==> config.mk <==
export PLATFORM = sky130hd
export DESIGN_NAME = kb_key_tracker
export DESIGN_NICKNAME = d
export VERILOG_FILES = /design/src/rtl/kb_key_tracker.sv
export SDC_FILE = /design/constraint.sdc
export NUM_CORES = 1
export LEC_CHECK = 0
export BUFFER_PORTS_ARGS = -buffer_cell sky130_fd_sc_hd__buf_2
export CAP_MARGIN = 20
export CORE_MARGIN = 3
export CORE_UTILIZATION = 42
export DETAILED_ROUTE_END_ITERATION = 8
export HOLD_SLACK_MARGIN = 0.12
export MAX_ROUTING_LAYER = met4
export PLACE_DENSITY = 0.72
export SYNTH_ARGS = -nofsm -noshare
export SYNTH_HDL_FRONTEND = slang
export SYNTH_SLANG_ARGS = --single-unit
==> constraint.sdc <==
create_clock -name clk -period 1.38 [get_ports clk]
set_input_delay 0.207 -clock clk [delete_from_list [all_inputs] [get_ports clk]]
set_output_delay 0.207 -clock clk [all_outputs]
set_load 0.05 [all_outputs]
==> src/rtl/kb_key_tracker.sv <==
// kb_key_tracker
// Decodes PS/2 scan-code-set-2 make/break sequences, including the E0 extended
// prefix, for up to N_KEYS programmable keys. It keeps the held state of each
// key and raises a one-cycle press or release pulse when that state changes.
//
// Ports:
//   clk              system clock; all state changes on the rising edge
//   reset            asynchronous, active-high; clears all state
//   scan_done_tick   one-cycle strobe; scan_code is valid in that cycle
//   scan_code[7:0]   byte from the PS/2 receiver
//   key_held         bit i is high while the slot i key is down
//   key_press_tick   one-cycle pulse when slot i goes down
//   key_release_tick one-cycle pulse when slot i goes up
//   any_held         OR of key_held
//   last_code[8:0]   {ext, code} of the last completed make or break
//   last_break       high if that sequence was a break
//
// Optional feature, enabled by defining KB_TRACKER_TIMEOUT_EN:
//   a prefix state that receives no byte for TIMEOUT_CYCLES cycles falls back
//   to IDLE. This recovers from bytes lost after a prefix.
//
// Prefix FSM states:
//   state      | meaning
//   ST_IDLE    | no prefix pending
//   ST_EXT     | E0 seen; next code is an extended make
//   ST_BRK     | F0 seen; next code is a break
//   ST_EXT_BRK | E0 and F0 seen; next code is an extended break

module kb_key_tracker #(
   parameter int                    N_KEYS         = 4,
   parameter logic [9*N_KEYS-1:0]   KEY_CODES      = {N_KEYS{9'h000}},
   parameter int                    TIMEOUT_CYCLES = 1_000_000
) (
   input  logic              clk,
   input  logic              reset,
   input  logic              scan_done_tick,
   input  logic [7:0]        scan_code,
   output logic [N_KEYS-1:0] key_held,
   output logic [N_KEYS-1:0] key_press_tick,
   output logic [N_KEYS-1:0] key_release_tick,
   output logic              any_held,
   output logic [8:0]        last_code,
   output logic              last_break
);

   typedef enum logic [1:0] {
      ST_IDLE    = 2'd0,
      ST_EXT     = 2'd1,
      ST_BRK     = 2'd2,
      ST_EXT_BRK = 2'd3
   } state_t;

   localparam logic [7:0] CODE_EXT = 8'hE0;
   localparam logic [7:0] CODE_BRK = 8'hF0;

   state_t              state_q, state_d;
   logic [N_KEYS-1:0]   held_q, held_d;
   logic [N_KEYS-1:0]   press_q, press_d;
   logic [N_KEYS-1:0]   release_q, release_d;
   logic                any_q;
   logic [8:0]          last_code_q;
   logic                last_break_q;

   logic                seq_done;
   logic                seq_ext;
   logic                seq_brk;
   logic [8:0]          seq_code;
   logic                timeout;

`ifdef KB_TRACKER_TIMEOUT_EN
   localparam int            CW       = (TIMEOUT_CYCLES > 2) ? $clog2(TIMEOUT_CYCLES) : 1;
   localparam logic [CW-1:0] CNT_LAST = CW'(TIMEOUT_CYCLES - 1);

   logic [CW-1:0] cnt_q, cnt_d;

   // Counter idles at zero in IDLE and restarts on every byte, so it starts
   // from zero on each entry into a prefix state.
   always_comb begin
      cnt_d = '0;
      if (!scan_done_tick && state_q != ST_IDLE && cnt_q != CNT_LAST)
         cnt_d = cnt_q + 1'b1;
   end

   assign timeout = !scan_done_tick && (state_q != ST_IDLE) && (cnt_q == CNT_LAST);

   always_ff @(posedge clk or posedge reset) begin
      if (reset) cnt_q <= '0;
      else       cnt_q <= cnt_d;
   end
`else
   assign timeout = 1'b0;
`endif

   always_comb begin
      state_d  = state_q;
      seq_done = 1'b0;
      seq_ext  = 1'b0;
      seq_brk  = 1'b0;
      if (scan_done_tick) begin
         case (state_q)
            ST_IDLE: begin
               if (scan_code == CODE_EXT)      state_d = ST_EXT;
               else if (scan_code == CODE_BRK) state_d = ST_BRK;
               else                            seq_done = 1'b1;
            end
            ST_EXT: begin
               if (scan_code == CODE_EXT)      state_d = ST_EXT;
               else if (scan_code == CODE_BRK) state_d = ST_EXT_BRK;
               else begin
                  seq_done = 1'b1;
                  seq_ext  = 1'b1;
                  state_d  = ST_IDLE;
               end
            end
            ST_BRK: begin
               if (scan_code == CODE_BRK)      state_d = ST_BRK;
               else if (scan_code == CODE_EXT) state_d = ST_EXT_BRK;
               else begin
                  seq_done = 1'b1;
                  seq_brk  = 1'b1;
                  state_d  = ST_IDLE;
               end
            end
            default: begin
               if (scan_code == CODE_EXT || scan_code == CODE_BRK) state_d = ST_EXT_BRK;
               else begin
                  seq_done = 1'b1;
                  seq_ext  = 1'b1;
                  seq_brk  = 1'b1;
                  state_d  = ST_IDLE;
               end
            end
         endcase
      end else if (timeout) begin
         state_d = ST_IDLE;
      end
   end

   assign seq_code = {seq_ext, scan_code};

   // Every matching slot acts on its own, so duplicate table entries track
   // together. Slots holding a prefix byte can never be a completed code.
   always_comb begin
      held_d    = held_q;
      press_d   = '0;
      release_d = '0;
      for (int i = 0; i < N_KEYS; i++) begin
         if (seq_done && KEY_CODES[9*i +: 9] == seq_code &&
             KEY_CODES[9*i +: 8] != CODE_EXT && KEY_CODES[9*i +: 8] != CODE_BRK) begin
            if (!seq_brk && !held_q[i]) begin
               held_d[i]  = 1'b1;
               press_d[i] = 1'b1;
            end else if (seq_brk && held_q[i]) begin
               held_d[i]    = 1'b0;
               release_d[i] = 1'b1;
            end
         end
      end
   end

   always_ff @(posedge clk or posedge reset) begin
      if (reset) begin
         state_q      <= ST_IDLE;
         held_q       <= '0;
         press_q      <= '0;
         release_q    <= '0;
         any_q        <= 1'b0;
         last_code_q  <= 9'h000;
         last_break_q <= 1'b0;
      end else begin
         state_q   <= state_d;
         held_q    <= held_d;
         press_q   <= press_d;
         release_q <= release_d;
         any_q     <= |held_d;
         if (seq_done) begin
            last_code_q  <= seq_code;
            last_break_q <= seq_brk;
         end
      end
   end

   assign key_held         = held_q;
   assign key_press_tick   = press_q;
   assign key_release_tick = release_q;
   assign any_held         = any_q;
   assign last_code        = last_code_q;
   assign last_break       = last_break_q;

endmodule

* Word level (Yosys, flattened, before mapping)
Index checks and enable logic that the tools add are counted.
** Operators by class
- Multiplexer cells :: 51
- Reduce and logical (&&, ||, !) cells :: 21
- Equal/unequal tests :: 5
** Operator list (count)
- 2-to-1 mux 1 bit :: 40
- equality test 8 bit (second input constant) :: 2
- 2-to-1 mux 2 bit :: 7
- logical AND 1 bit :: 9
- logical NOT 9 bit :: 1
- case mux 1 bit (2 select lines) :: 3
- case mux 2 bit (3 select lines) :: 1
- logical NOT 1 bit :: 5
- OR reduction 2 bit :: 2
- OR reduction 4 bit :: 1
- != test 3 bit (second input constant) :: 1
- equality test 2 x 1 -> 1 bit (second input constant) :: 1
- equality test 2 bit (second input constant) :: 1
- logical NOT 2 bit :: 1
- AND reduction 2 bit :: 1
- logical OR 1 bit :: 1
** Storage, ports and cells
- Logic and storage cells :: 84
- Input port bits :: 11
- Register bits :: 25

* Logic depth before layout (Yosys ltp)
Gate-level depths: netlist (run 1).
- Word-level depth :: 10
- Mapped depth :: 3

* Worst setup path before layout (run 1)
No wires, ideal clock.
- Path type :: input-to-reg
- Start point :: input port scan_code[0]
- End point :: register last_break_q, in the netlist last_break
- Library setup time :: 0.125 ns
- Arrival :: 1.363 ns
- Stages on the path :: 3
- Data required time :: 1.255 ns
- Setup slack :: -0.108 ns
- Path through :: or4_4 > o21ai_4 > mux2_2
** On the way
- Longest elaborated chain between the ends :: 5
- Elaborated cells between the ends (all ways) :: 12
** RTL lines
- start: declaration :: RTL line 37 : input logic [7:0] scan_code,
- equality test 8 bit (on tied branches)
- 2-to-1 mux 1 bit, or another cell as far along :: RTL line 117 : else if (scan_code == CODE_EXT) state_d = ST_EXT_BRK;
- 2-to-1 mux 1 bit (on tied branches) :: RTL line 116, 107, 125
- case mux 1 bit (2 select lines) :: RTL line 100 : case (state_q)
- 2-to-1 mux 1 bit :: RTL line 99 : if (scan_done_tick) begin
- end signal: assignment :: RTL line 178 : last_break_q <= seq_brk;
- end: declaration :: RTL line 62 : logic last_break_q;
Several ways; a longest one is shown, not always the timed one.
A chain may end at the register's enable or synchronous reset.

* Worst setup path after layout (run 1)
- Start point :: input port scan_code[0]
- End point :: register last_code_q[6], in the netlist last_code[6]
** On the way
- Longest elaborated chain between the ends :: 5
- Elaborated cells between the ends (all ways) :: 10
** RTL lines
- equality test 8 bit (on tied branches)
- 2-to-1 mux 1 bit, or another cell as far along :: RTL line 117
- 2-to-1 mux 1 bit (on tied branches) :: RTL line 116, 107, 125
- case mux 1 bit (2 select lines) * :: RTL line 100
- 2-to-1 mux 1 bit * :: RTL line 99
- end signal: assignment :: RTL line 177 : last_code_q <= seq_code;
- end: declaration :: RTL line 61 : logic [8:0] last_code_q;
Mark *: on every way between the ends. The rest lies on a longest branch, timed or not.

==> results.cfg, run 1 <==
[global_routing]
grt_pass1_vias = 676
grt_util_all_layers = 0.148
grt_max_degree = 26
grt_overflow = 0
grt_pass1_wl_mm = 2.96
antenna_found_initial = 0

[synth]
synthAdderAreaFrac = 0
syn_inst = 71
synthArstFlopShare = 1.00
synth_flop_cell = dfrtp_1
ys_ff_latch = 25
synth_compound_area_frac = 0.0803
synth_most_common_cell = dfrtp_1
synth_edf_count = 0
synth_common_cells = dfrtp_1, nor2_1, mux2_2
avgSynthCellArea_um2 = 13.4
muxShareOfSynthArea = 0.114
synth_area_leader_cell = dfrtp_1
synthTopCellsByArea = dfrtp_1, mux2_2, nor2_1, mux2_4, inv_1
synth_top_family_by_area = simple AND/OR/NAND/NOR gates
synth_top_area_frac = 0.658
syn_nets = 82
netlist_area_um2 = 951
synth_warnings = 0
yosysUniqueCellTypes = 19
synth_simple_gate_area_frac = 0.124
yosysSeqAreaShare = 0.658
synth_xor_area_frac = 0

[flow_run]
drv_cap = 0

[timing]
hold_ws_ns = 0.165
min_period_over_period = 0.924
tightest_slew_ns = 0.434
final-max-slew-violation-count = 0
fin_skew_ns = 0.00349
period_minus_slack_ns = 1.28
setup-violations-final = 0
max_slew_margin = 0.707
rsz0062_at_grt = no
max_freq_mhz = 784
worst_slack_ns = 0.104
finalHoldViolCount = 0

[drt]
antenna_left = 0
drc = 0
dr_wl_met2_um = 826
maxUsedRoutingLayer = met4
drtIter0Drc = 12
wirelength_mm = 1.83
met1Wirelength_um = 802
dr.pass1.iters = 4
wl_per_cell_um = 12.4
viasPerCell = 4.93
vias = 724
wl_met3_um = 168

[place]
dp.cells = 142
hpwl_mm = 1.36
gp_congestion = 0.827
numPortBuffers = 33
dpl_worst_slack_ns = -0.255

[worst_hold_path]
hold_path_class = input port to flop

[power_and_ir_drop]
finalPower_mw = 1.45
power_leakage_nw = 0.668
p_comb_frac = 0.222
switching_share = 0.321
powerDensity_nw_per_um2 = 1130
cellInternalPower_mw = 0.986
p_seq_frac = 0.551
power_switching_mw = 0.465
p_clk_frac = 0.227
ir_drop_v = 0.000736

[clock_network]
clock_latency_ns = 0.32
clkTransAtPathRegs_ns = 0.13
cts_buffers = 3
cts_root_buffer = clkbuf_4
post_cts_buffers = 0
htreeDepth = 1
numClockSinks = 25
cts_buffer_depth = 2
tritoncts = built

[die]
io_pins = 34
fp-row-count = 16
initial_utilization = 0.466
die_height_um = 53.6
die_area_um2 = 2870
die_x_um = 53.6
coreArea_um2 = 2040

[finish]
fill_cells = 177
syn2layout_area_growth_pct = 34.9
final_nets = 132
n_antenna_cell = 0
fin_util = 0.628
final_cells = 147
drive_gt1_frac = 0.517

[critical_path]
crit_type = input port to flop
cp-end-kind = flop
worst_path_max_delay_cell = or4_4
crit_fanout = 7
critPathMaxStageDelay_ns = 0.56
crit_arrival_ns = 1.50
crit_chain = buf_2, or4_4, o21ai_4, mux2_2
crit_required_ns = 1.60
startpoint_type = input port

[outcome]
outcome = complete, no violations
worst max-delay path: cells and delay by family:
kind	cells	cell delay, ns
AO/OA/AOI/OAI	1	0.26
AND/OR/NAND/NOR	1	0.56
buffers and inverters	1	0.10
multiplexers	1	0.36
stage by stage:
stage / instance area (µm²) / setup TNS (ns)
finish: 1280 / 0
floorplan: 951 / -0.633
detailed placement: 1230 / -3.11
global placement: 1230 / -2.85
global route: 1280 / 0
CTS: 1280 / 0
what timing repair did:
item | CTS | global route
resized for setup | 6 | 0
endpoints found under the hold margin | 25 | 0
pin swaps | 4 | 1
setup endpoints to repair | 5 | 2
hold buffers | 1 | 0
layout make-up:
class	count	area, µm²	area share
multi-input combinational	40	313	0.244
tap	27	33.8	0.0263
timing repair buffer	45	258	0.201
inverter	6	22.5	0.0176
clock inverter	1	7.51	0.00585
sequential	25	626	0.488
clock buffer	3	22.5	0.0176
layer usage:
layer,GRT usage,up-vias
met5,-,-
met4,0.0383,0
met3,0.0416,4
met2,0.233,39
met1,0.187,340
li1,-,341
logic make-up after synthesis:
kind of cell	after synthesis
AO/OA/AOI/OAI	10
buffers and inverters	6
flip-flops	25
multiplexers	9
AND/OR/NAND/NOR	21
state kept, by name, summed over array words and instances (netlist names):
signal / flops
any_held: 1
key_release_tick: 4
state_q: 2
key_press_tick: 4
last_break: 1
last_code: 9
key_held: 4
layout by cell type, fill, tap and decap left out, drive strengths merged:
cell and instances:
inv 6, nor3 1, nor4 1, mux2 9, dfrtp 25, nand4 2
buf 44, dlygate4sd3 1, o21ai 5, nand4b 1, a21oi 2, nand2b 1
nor4b 1, clkbuf 3, clkinvlp 1, or4 2, o21a 3, nor2 11
nand3 1
final timing paths:
kind / startpoint / endpoint / slack (ns) / cells past startpoint
setup / recovery: scan_code[0] / last_code[6] / 0.10 / 4
hold / removal: scan_code[6] / last_code[6] / 0.17 / 2
setup reg to reg: state_q[0] / key_held[3] / 0.11 / 3
hold reg to reg: key_held[0] / key_press_tick[0] / 0.46 / 1
max in group asynchronous: reset / key_release_tick[3] / 0.69 / 4
min in group asynchronous: reset / key_press_tick[1] / 0.45 / 4
power by group through the flow:
| stage | Clock, mW | Combinational (mW) | Sequential [mW] |
|---|---|---|---|
| floorplan | 0 | 0.0781 | 0.950 |
| global placement | 0 | 0.315 | 0.812 |
| detailed placement | 0 | 0.319 | 0.813 |
| CTS | 0.347 | 0.326 | 0.800 |
| global route | 0.374 | 0.343 | 0.805 |
| finish | 0.330 | 0.322 | 0.799 |
No activity file was read; power rests on OpenSTA's default activity.
==> inputs of run 2 (changes only) <==
==> constraint.sdc (replaced) <==
create_clock -name clk -period 1.38 [get_ports clk]
set_input_delay 0.138 -clock clk [delete_from_list [all_inputs] [get_ports clk]]
set_output_delay 0.138 -clock clk [all_outputs]
set_load 0.05 [all_outputs]
==> run 2 against run 1 <==
Count of clock-buffer cells in the layout grew 1. Worst hold slack improved by 0.017 ns. Utilization down 0.31 points. Worst setup slack got worse by 0.10 ns. Register-to-register slack got worse by 0.11 ns. Power decreased by 1.8%. Critical endpoint is now key_held[2].
==> results.cfg, run 2 (synthesized netlist as in run 1, its figures left out) <==
[outcome]
outcome = complete, no violations

[drt]
dr.pass1.iters = 1
wirelength_mm = 1.93
vias = 705
drtIter0Drc = 0
wl_per_cell_um = 13.2
drc = 0
viasPerCell = 4.83
antenna_left = 0

[finish]
final_nets = 131
syn2layout_area_growth_pct = 34.2
final_cells = 146
final_common_cell = buf_2
final_cell_mix = buf_2, dfrtp_1, nor2_1, buf_4, mux2_2
drive_gt1_frac = 0.487
n_antenna_cell = 0
largest_reg_flops = 9

[place]
numPortBuffers = 33
hpwl_mm = 1.51
dp.cells = 139
gp_congestion = 0.817

[worst_hold_path]
min_from = scan_code[0]
hold_path_class = input port to flop
hold_path_end = last_code[0]
worstHoldPathCells = 3

[clock_network]
post_cts_buffers = 0
cts_buffer_depth = 2
clock_latency_ns = 0.30
htreeDepth = 1
cts_root_buffer = clkbuf_4
tritoncts = built
clkTransAtPathRegs_ns = 0.12
numClockSinks = 25
cts_buffers = 3

[power_and_ir_drop]
finalPower_mw = 1.43
p_comb_frac = 0.227
power_leakage_nw = 0.663
p_clk_frac = 0.212
cellInternalPower_mw = 0.987
powerDensity_nw_per_um2 = 1120
power_switching_mw = 0.438
ir_drop_v = 0.000653
p_seq_frac = 0.561
switching_share = 0.307

[timing]
max_freq_mhz = 727
finalHoldViolCount = 0
tightest_slew_ns = 0.430
setup-violations-final = 0
max_slew_margin = 0.709
fin_skew_ns = 0.000921
period_minus_slack_ns = 1.38
final-max-slew-violation-count = 0
rsz0062_at_grt = yes
setup_tns_ns = 0
min_period_over_period = 0.997

[critical_path]
rrSetupSlack_ns = 0.004
crit_required_ns = 1.57
r2r_cells = 3
crit_type = flop to flop
crit_fanout = 5
timing.rr.end = key_held[2]
r2r-start = state_q[0]
cp-end-kind = flop
crit_arrival_ns = 1.56
startpoint_type = flop

[global_routing]
grt_util_all_layers = 0.160
antenna_found_initial = 0
grt_max_degree = 26
grt_pass1_wl_mm = 3.20
grt_pass1_vias = 741
grt_overflow = 0

[die]
die_x_um = 53.6
initial_utilization = 0.466
die_height_um = 53.6
coreArea_um2 = 2040
die_area_um2 = 2870
io_pins = 34
fp-row-count = 16

[flow_run]
drv_cap = 0
run 2: cell count changes in the layout (fill, tap and decap cells not counted), sizes merged:
| cell | change |
|---|---|
| buf | -3 |
| clkbuf | +1 |
| clkinvlp | -1 |
| dlygate4sd3 | +2 |
run 2: layout make-up:
class	count	area, µm²
fill	189	766
inverter	6	22.5
timing repair buffer	44	255
clock buffer	4	26.3
tap	27	33.8
multi-input combinational	40	313
sequential	25	626
run 2: stage by stage:
step	instance area [µm²]	util	hold slack [ns]	worst slack, ns
CTS	1270	0.620	0.121	-0.0125
global route	1280	0.625	0.176	-0.0656
floorplan	951	-	0.165	-0.0146
detailed placement	1210	0.593	0.196	-0.209
global placement	1210	0.593	0.192	-0.175
finish	1280	0.625	0.183	0.00365
run 2: power groups by stage:
stage          clock network, mW  registers [mW]  logic, mW
3_3_place_gp                   0           0.812      0.310
4_1_cts                    0.313           0.801      0.324
5_1_grt                    0.350           0.806      0.345
2_1_floorplan                  0           0.950     0.0781
6_report                   0.302           0.800      0.323
3_5_place_dp                   0           0.814      0.317
run 2: how the worst max path moves through the flow:
| stage | slack (ns) | to | from | cells after the start |
|---|---|---|---|---|
| floorplan | -0.01 | last_break | scan_code[0] | 3 |
| global placement | -0.17 | last_code[6] | scan_code[0] | 4 |
| detailed placement | -0.21 | last_code[3] | scan_code[0] | 4 |
| CTS | -0.01 | key_held[2] | state_q[0] | 3 |
| global route | -0.07 | key_held[0] | state_q[0] | 3 |
| finish | 0.004 | key_held[2] | state_q[0] | 3 |
run 2: routing by layer:
layer,up-vias,part of all wire,track usage
li1,340,-,-
met1,333,0.41,0.174
met2,30,0.51,0.286
met3,2,0.078,0.0305
met4,0,0.0057,0.0638
met5,-,0,-
run 2: repair_timing:
action | in CTS | in global routing
hold buffers | 2 | 1
hold endpoints to repair | 26 | 1
setup endpoints to repair | 5 | 5
pin swaps | 0 | 0
gates resized for setup | 2 | 0
run 2: worst max-delay path, stage by stage, from the launching register on:
cell and delay (ns):
dfrtp_1 0.41, or4_4 0.55, nor3_4 0.19, o21ai_0 0.12
==> inputs of run 3 (changes only) <==
- BUFFER_PORTS_ARGS: -buffer_cell sky130_fd_sc_hd__buf_2 -> -buffer_cell sky130_fd_sc_hd__buf_4
==> run 3 against run 2 <==
Clock skew is essentially flat. Critical path type is now input port to flop. Design area grew 6.7%. Highest routed layer unchanged. Final cell count is the same. Combinational power grew 9.0%.
==> results.cfg, run 3 (synthesized netlist as in run 1, its figures left out) <==
[drt]
wl_per_cell_um = 12.4
wirelength_mm = 1.81
vias = 719
dr.pass1.iters = 4
drc = 0
viasPerCell = 4.92
drtIter0Drc = 15
antenna_left = 0

[timing]
hold_ws_ns = 0.122
final-max-slew-violation-count = 0
max_slew_margin = 0.701
tightest_slew_ns = 0.444
period_minus_slack_ns = 1.26
rsz0062_at_grt = no
worst_slack_ns = 0.119
finalHoldViolCount = 0
max_freq_mhz = 793
fin_skew_ns = 0.000721
setup-violations-final = 0
setup_tns_ns = 0
min_period_over_period = 0.913

[clock_network]
cts_buffers = 3
htreeDepth = 1
post_cts_buffers = 0
tritoncts = built
clock_latency_ns = 0.30
cts_buffer_depth = 2
numClockSinks = 25
cts_root_buffer = clkbuf_4
clkTransAtPathRegs_ns = 0.12

[die]
die_height_um = 53.6
fp-row-count = 16
io_pins = 34
initial_utilization = 0.466
die_x_um = 53.6
die_area_um2 = 2870
coreArea_um2 = 2040

[global_routing]
grt_util_all_layers = 0.163
grt_pass1_wl_mm = 3.15
grt_pass1_vias = 745
grt_overflow = 0
antenna_found_initial = 0
grt_max_degree = 26

[outcome]
outcome = complete, no violations

[finish]
final_cell_mix = buf_4, dfrtp_1, nor2_1, mux2_2, inv_1
syn2layout_area_growth_pct = 43.2
final_nets = 131
fill_cells = 176
n_antenna_cell = 0
final_cells = 146
largest_reg_flops = 9
final_common_cell = buf_4
drive_gt1_frac = 0.479

[worst_hold_path]
hold_path_class = input port to flop
worstHoldPathCells = 3

[place]
dp.cells = 138
hpwl_mm = 1.41
dpl_worst_slack_ns = -0.194
gp_congestion = 0.809
numPortBuffers = 33

[power_and_ir_drop]
finalPower_mw = 1.46
power_leakage_nw = 0.687
ir_drop_v = 0.000749
powerDensity_nw_per_um2 = 1070

[critical_path]
path_delay_family = simple AND/OR/NAND/NOR gates
crit_required_ns = 1.58
critPathMaxStageDelay_ns = 0.58
cp.depth = 4
crit_type = input port to flop
worstPathBufferInverterCount = 1
r2r_cells = 3
crit_fanout = 7
crit_chain = buf_4, or4_4, o21ai_4, mux2_2
worst_path_max_delay_cell = or4_4
startpoint_type = input port
crit_arrival_ns = 1.46
cp-end-kind = flop

[flow_run]
drv_cap = 0
-- run 3: cell count changes in the layout (fill, tap and decap cells not counted), sizes merged --
cell         previous run  this run
buf                    41        40
dlygate4sd3             3         4
-- run 3: cell type report --
class,count,area (µm²),area share
repair buffers,44,340,0.250
clock buffers,4,26.3,0.0193
flip-flops and latches,25,626,0.460
multi-input cells,40,313,0.230
inverters,6,22.5,0.0165
well taps,27,33.8,0.0248
-- run 3: layer usage --
metal  vias up  share of wire  track usage
met5         -              0            -
met4         0          0.027        0.119
met3         4          0.095       0.0305
met2        36           0.49        0.265
met1       339           0.39        0.178
li1        340              -            -
-- run 3: final timing paths --
| kind | start | end | slack (ns) |
|---|---|---|---|
| max reg2reg | state_q[0] | key_held[0] | 0.12 |
| min in group asynchronous | reset | key_press_tick[3] | 0.43 |
| min | scan_code[4] | state_q[1] | 0.12 |
| max in group asynchronous | reset | last_code[4] | 0.72 |
| max | scan_code[0] | last_code[6] | 0.12 |
| min reg2reg | key_held[0] | key_press_tick[0] | 0.46 |
-- run 3: power breakdown --
| part | internal [mW] | switching, mW |
|---|---|---|
| Sequential | 0.775 | 0.0274 |
| Clock | 0.113 | 0.191 |
| Combinational | 0.132 | 0.220 |
| Total | 1.02 | 0.439 |
-- run 3: metrics by stage --
step / area [µm²] / utilization
global route: 1360 / 0.667
global placement: 1280 / 0.629
floorplan: 951 / -
CTS: 1360 / 0.667
detailed placement: 1280 / 0.629
finish: 1360 / 0.667
-- run 3: repair_timing --
| item | in CTS | in global routing |
|---|---|---|
| hold buffers | 4 | 0 |
| pin swaps | 4 | 1 |
| hold endpoints to repair | 28 | 0 |
| setup endpoints to repair | 5 | 2 |
| gates resized for setup | 6 | 0 |
-- run 3: worst min-delay path, delay by kind of cell --
| kind | cells | cell delay [ns] |
|---|---|---|
| compound gates | 1 | 0.06 |
| buf+inv | 1 | 0.11 |
| simple gates | 1 | 0.09 |
